`config.mk`:
```
export PLATFORM = sky130hd
export DESIGN_NAME = fetch_unit
export DESIGN_NICKNAME = d
export VERILOG_FILES = /design/src/rtl/cpu_pkg.sv /design/src/rtl/fetch_queue.sv /design/src/rtl/fetch_unit.sv
export SDC_FILE = /design/constraint.sdc
export NUM_CORES = 1
export LEC_CHECK = 0
export CORE_ASPECT_RATIO = 1.2
export CORE_MARGIN = 2
export CORE_UTILIZATION = 35
export CTS_CLUSTER_SIZE = 14
export DETAILED_ROUTE_END_ITERATION = 16
export GPL_ROUTABILITY_DRIVEN = 0
export PLACE_DENSITY = 0.58
export SLEW_MARGIN = 20
export SYNTH_ARGS = -nofsm -noshare
export SYNTH_HDL_FRONTEND = slang
export SYNTH_HIERARCHICAL = 1
export SYNTH_SLANG_ARGS = --single-unit
export TNS_END_PERCENT = 20
```
`constraint.sdc`:
```
create_clock -name clk -period 4.49 [get_ports clk]
set_input_delay 1.347 -clock clk [delete_from_list [all_inputs] [get_ports clk]]
set_output_delay 1.347 -clock clk [all_outputs]
set_load 0.02 [all_outputs]
```
`src/rtl/cpu_pkg.sv`:
```
// Shared CPU front-end definitions: datapath width, reset vector, NOP encoding
// and the fetch FSM state encoding.
package cpu_pkg;

   localparam int          XLEN     = 32;
   localparam logic [31:0] RESET_PC = 32'h0000_0000;
   localparam logic [31:0] NOP      = 32'h0000_0013;

   typedef logic [0:0] fetch_state_t;
   localparam fetch_state_t FETCH = 1'b0;
   localparam fetch_state_t DRAIN = 1'b1;

endpackage

```
`src/rtl/fetch_queue.sv`:
```
// Small synchronous FIFO with flush and occupancy count; the head entry is
// visible combinationally on rdata.
module fetch_queue #(
   parameter int WIDTH = 32,
   parameter int DEPTH = 4
)(
   input  logic                   clk,
   input  logic                   rst_n,
   input  logic                   flush,
   input  logic                   push,
   input  logic [WIDTH-1:0]       wdata,
   input  logic                   pop,
   output logic [WIDTH-1:0]       rdata,
   output logic [$clog2(DEPTH):0] count
);

   localparam int AW = $clog2(DEPTH);
   localparam logic [AW:0] FULL_COUNT = (AW+1)'(DEPTH);

   logic [WIDTH-1:0] mem [DEPTH];
   logic [AW-1:0]    wr_ptr;
   logic [AW-1:0]    rd_ptr;

   assign rdata = mem[rd_ptr];

   // Storage carries no reset; only pointers and count define what is valid.
   always_ff @(posedge clk) begin
      if (push) begin
         mem[wr_ptr] <= wdata;
      end
   end

   always_ff @(posedge clk) begin
      if (!rst_n || flush) begin
         wr_ptr <= '0;
         rd_ptr <= '0;
         count  <= '0;
      end else begin
         if (push) begin
            wr_ptr <= wr_ptr + AW'(1);
         end
         if (pop) begin
            rd_ptr <= rd_ptr + AW'(1);
         end
         count <= count + (AW+1)'(push) - (AW+1)'(pop);
      end
   end

   // Callers size their traffic so these can never fire.
   always_ff @(posedge clk) begin
      if (rst_n && !flush) begin
         assert (!(push && !pop && count == FULL_COUNT));
         assert (!(pop && count == '0));
      end
   end

endmodule

```
`src/rtl/fetch_unit.sv`:
```
// Instruction fetch stage: owns the PC, issues credit-limited in-order reads to
// RAM, queues returned words for decode and flushes on branch/jump redirect.
module fetch_unit #(
   parameter int              XLEN     = cpu_pkg::XLEN,
   parameter logic [XLEN-1:0] RESET_PC = cpu_pkg::RESET_PC,
   parameter int              QDEPTH   = 4
)(
   input  logic            clk,
   input  logic            rst_n,
   output logic            mem_req_valid,
   input  logic            mem_req_ready,
   output logic [XLEN-1:0] mem_req_addr,
   input  logic            mem_rsp_valid,
   input  logic [XLEN-1:0] mem_rsp_data,
   input  logic            redirect_valid,
   input  logic [XLEN-1:0] redirect_pc,
   output logic            inst_valid,
   input  logic            inst_ready,
   output logic [XLEN-1:0] inst_data,
   output logic [XLEN-1:0] inst_pc
);

   import cpu_pkg::*;

   localparam int          CW      = $clog2(QDEPTH) + 1;
   localparam logic [CW:0] CREDITS = (CW+1)'(QDEPTH);

   logic [XLEN-1:0]   pc;
   logic [CW-1:0]     outstanding;
   logic [CW-1:0]     drop;
   logic [CW-1:0]     out_next;
   logic [CW-1:0]     drop_dec;
   logic [CW-1:0]     q_count;
   logic [CW-1:0]     pcq_count;
   logic [CW:0]       credit_used;
   fetch_state_t      state;
   logic              run;
   logic              accept;
   logic              rsp_live;
   logic              pop;
   logic [XLEN-1:0]   pcq_head;
   logic [2*XLEN-1:0] q_rdata;
   logic              unused_redirect_lsbs;

   assign unused_redirect_lsbs = ^redirect_pc[1:0];

   // Every read in flight owns a queue slot, so the queue can never overflow.
   assign credit_used   = {1'b0, outstanding} + {1'b0, q_count};
   assign mem_req_valid = run && (state == FETCH) && (credit_used < CREDITS);
   assign mem_req_addr  = pc;
   assign accept        = mem_req_valid && mem_req_ready;

   assign rsp_live = mem_rsp_valid && (drop == '0) && !redirect_valid;
   assign pop      = inst_valid && inst_ready && !redirect_valid;
   assign out_next = outstanding + CW'(accept) - CW'(mem_rsp_valid);
   assign drop_dec = (mem_rsp_valid && drop != '0) ? drop - CW'(1) : drop;

   assign inst_valid = (q_count != '0);
   assign inst_data  = inst_valid ? q_rdata[2*XLEN-1:XLEN] : '0;
   assign inst_pc    = inst_valid ? q_rdata[XLEN-1:0]      : '0;

   // A redirect turns everything still in flight into reads to be discarded.
   always_ff @(posedge clk) begin
      if (!rst_n) begin
         pc          <= RESET_PC;
         state       <= FETCH;
         outstanding <= '0;
         drop        <= '0;
         run         <= 1'b0;
      end else begin
         run         <= 1'b1;
         outstanding <= out_next;
         if (redirect_valid) begin
            pc    <= {redirect_pc[XLEN-1:2], 2'b00};
            drop  <= out_next;
            state <= (out_next == '0) ? FETCH : DRAIN;
         end else begin
            if (accept) begin
               pc <= pc + XLEN'(4);
            end
            drop <= drop_dec;
            if (state == DRAIN && drop_dec == '0) begin
               state <= FETCH;
            end
         end
      end
   end

   fetch_queue #(
      .WIDTH (2*XLEN),
      .DEPTH (QDEPTH)
   ) u_inst_queue (
      .clk   (clk),
      .rst_n (rst_n),
      .flush (redirect_valid),
      .push  (rsp_live),
      .wdata ({mem_rsp_data, pcq_head}),
      .pop   (pop),
      .rdata (q_rdata),
      .count (q_count)
   );

   // Remembers the address of each live read so its response can be tagged.
   fetch_queue #(
      .WIDTH (XLEN),
      .DEPTH (QDEPTH)
   ) u_pc_fifo (
      .clk   (clk),
      .rst_n (rst_n),
      .flush (redirect_valid),
      .push  (accept && !redirect_valid),
      .wdata (pc),
      .pop   (rsp_live),
      .rdata (pcq_head),
      .count (pcq_count)
   );

   always_ff @(posedge clk) begin
      if (rst_n) begin
         assert (drop != '0 || pcq_count == outstanding);
      end
   end

endmodule

```
==> summary.txt <==
Die
  – I/O pin cnt: 168
  – Core box area: 49,300 um2
  – Die width: 208 um
  – Starting Density: 35.5%
  – Die Y: 249 um
  – Die ar.: 51,800 um2
  – Rows: 89

Global routing
  – Total global routing overflow: 0
  – M1 GR Usage: 17.8%
  – Pin count of the biggest net entering global routing: 65
  – Gr busiest metal: met2
  – Antenna violations before repair: 1
  – GRT Overall Usage: 14.0%
  – Vias in the first global route: 9,574
  – Met2 Use GR: 24.5%
  – Global-route wire length before repair: 55.7 mm
  – Met3 usage: 2.05%

Setup path
  – Critical Path Start Type: flop
  – Worst EP required: 3.14 ns
  – CP Capture Type: primary output
  – Max FO, Critical Path: 29
  – CP cell instances: or3_2 -> buf_4 -> and2_1 -> clkdlybuf4s50_1
  – CP Buf/Inv Count: 2
  – Critical Path AT: 2.77 ns
  – Worst setup path class: reg -> out
  – Worst path top cell family by delay: simple AND/OR/NAND/NOR gates
  – Max incr delay on CP: 0.79 ns
  – Critical path's slowest cell: or3_2
  – Crit path depth: 4
  – Worst reg-to-reg path cell count: 11

Clocking
  – Post-cts sizing count: 0
  – Clk Latency, worst-skew pair: 0.55 ns
  – Clock sink count: 437
  – TritonCTS Buffers: 45
  – Clk root buf: clkbuf_16
  – Clock buffer depth: 3
  – Clock transition at the registers of the reported paths: 0.06 ns
  – H-tree depth: 2
  – Hold-fix buffers, CTS: 0
  – Setup fix buffers added after clock tree synthesis: 0
  – CTS tree: yes

Finish
  – N_diodes: 0
  – P&R area growth vs syn: 22.0%
  – Fraction of layout cells with a size suffix above 1: 17.0%
  – Post-layout util: 43.3%
  – Final non-filler cell total: 1,805
  – Layout net count: 1,224

STA
  – Worst clock skew: 0.0154 ns
  – Final setup viols: 0
  – Final hold vios: 0
  – Post-layout min period: 4.11 ns
  – Max_slew headroom: 41.0%
  – Final period utilization: 91.6%
  – Slew @ Worst Pin: 0.884 ns
  – Maximum clock rate: 243 MHz
  – Unrepaired setup endpoints after global routing: false
  – Total negative slack: 0 ns
  – Max-slew violations: 0

Route
  – Final ANT Viol Nets: 0
  – DRC viols: 0
  – Routed length per instance: 20.0 um
  – Vias/cell: 5.01
  – DR iter-0 viols: 441
  – Post-Route WL: 36.0 mm
  – Pre-Repair DR Iteration Count: 4
  – DR vias: 9,050

Pwr
  – Leakage: 6.76 nW
  – Total power: 9.03 mW
  – Seq pwr share: 51.5%
  – Clock power share: 40.5%
  – Switching power: 1.96 mW
  – Comb power frac: 8.0%
  – Switching portion of total power: 21.7%
  – Max VDD drop: 0.000294 V
  – Pwr Density: 423 nW/um2
  – Internal: 7.07 mW

Yosys
  – Warnings, synthesis: 6
  – Synthesized area per cell: 18.7 um2
  – Mapped cell area: 17,500 um2
  – Mapped Cells: 938

Run
  – Max_cap viols: 0

Placement
  – Placed cell count: 1,725
  – Port Buf Inserts: 163
  – HPWL after detailed placement: 22.4 mm

Worst hold path
  – Worst hold path type: reg -> reg
  – Hold Path Depth: 2

Run status
  – Outcome: finished clean
tightest hold or removal path, cell delays in order (launching register included):
cell      delay (ns)
dfxtp_1         0.33
nand3b_1        0.09
a21oi_1         0.07
cell usage in the layout (no fill, tap or decap), drive strengths merged, types with 11 or more instances in the layout:
master,count
mux4,96
ha,17
dfxtp,53
edfxtp,384
clkdlybuf4s50,163
nand2,21
a21oi,12
and2,77
clkbuf,57
o211ai,13
nor2,27
inv,23
o21ai,20
buf,28
nand4,15
or3,12
nand3,11
clkinv,15
sequential cells by signal (all words and copies together) (netlist names), 2 cells and up, named ones only:
register,cells
u_inst_queue/rd_ptr,2
u_pc_fifo/rd_ptr,2
drop,3
u_inst_queue/count,3
u_pc_fifo/mem,128
u_pc_fifo/wr_ptr,2
u_inst_queue/wr_ptr,2
outstanding,3
u_inst_queue/mem,256
mem_req_addr,30
final cells by class:
type                       count  area (um2)
multi-input combinational    439        4510
clock buffer                  57        1190
clock inverter                23         248
inverter                      21        78.8
tap                          637         797
fill                        4382       28000
sequential                   437       12600
timing repair buffer         191        1930
stage by stage:
step / area, um2 / setup slack, ns / hold slack [ns]
after floorplan: 17500 / -0.0232 / 0.499
after global placement: 19900 / 0.617 / 0.507
after detailed placement: 19900 / 0.613 / 0.524
after CTS: 21400 / 0.262 / 0.541
after global routing: 21400 / 0.230 / 0.583
final: 21400 / 0.375 / 0.544
metal layers:
metal  share of wire (%)  up-vias
met5                   0        -
met4                 2.3        0
met3                 3.6       50
met2                  51      202
met1                  43     4638
li1                    -     4160
power groups by stage:
stage	logic, mW	clock network [mW]	registers, mW
2_1_floorplan	0.409	0	4.73
3_5_place_dp	0.738	0	4.74
5_1_grt	0.791	3.91	4.67
3_3_place_gp	0.731	0	4.73
4_1_cts	0.741	3.77	4.65
6_report	0.726	3.66	4.65
worst paths after layout:
path / slack (ns) / from / end
setup / recovery: 0.38 / u_inst_queue/count[0] / inst_pc[2]
hold / removal: 0.54 / u_pc_fifo/rd_ptr[0] / flop
setup reg to reg: 1.54 / u_inst_queue/count[2] / state
hold reg to reg: 0.54 / u_pc_fifo/rd_ptr[0] / flop
Note: power is estimated with default switching activity, not from simulation.
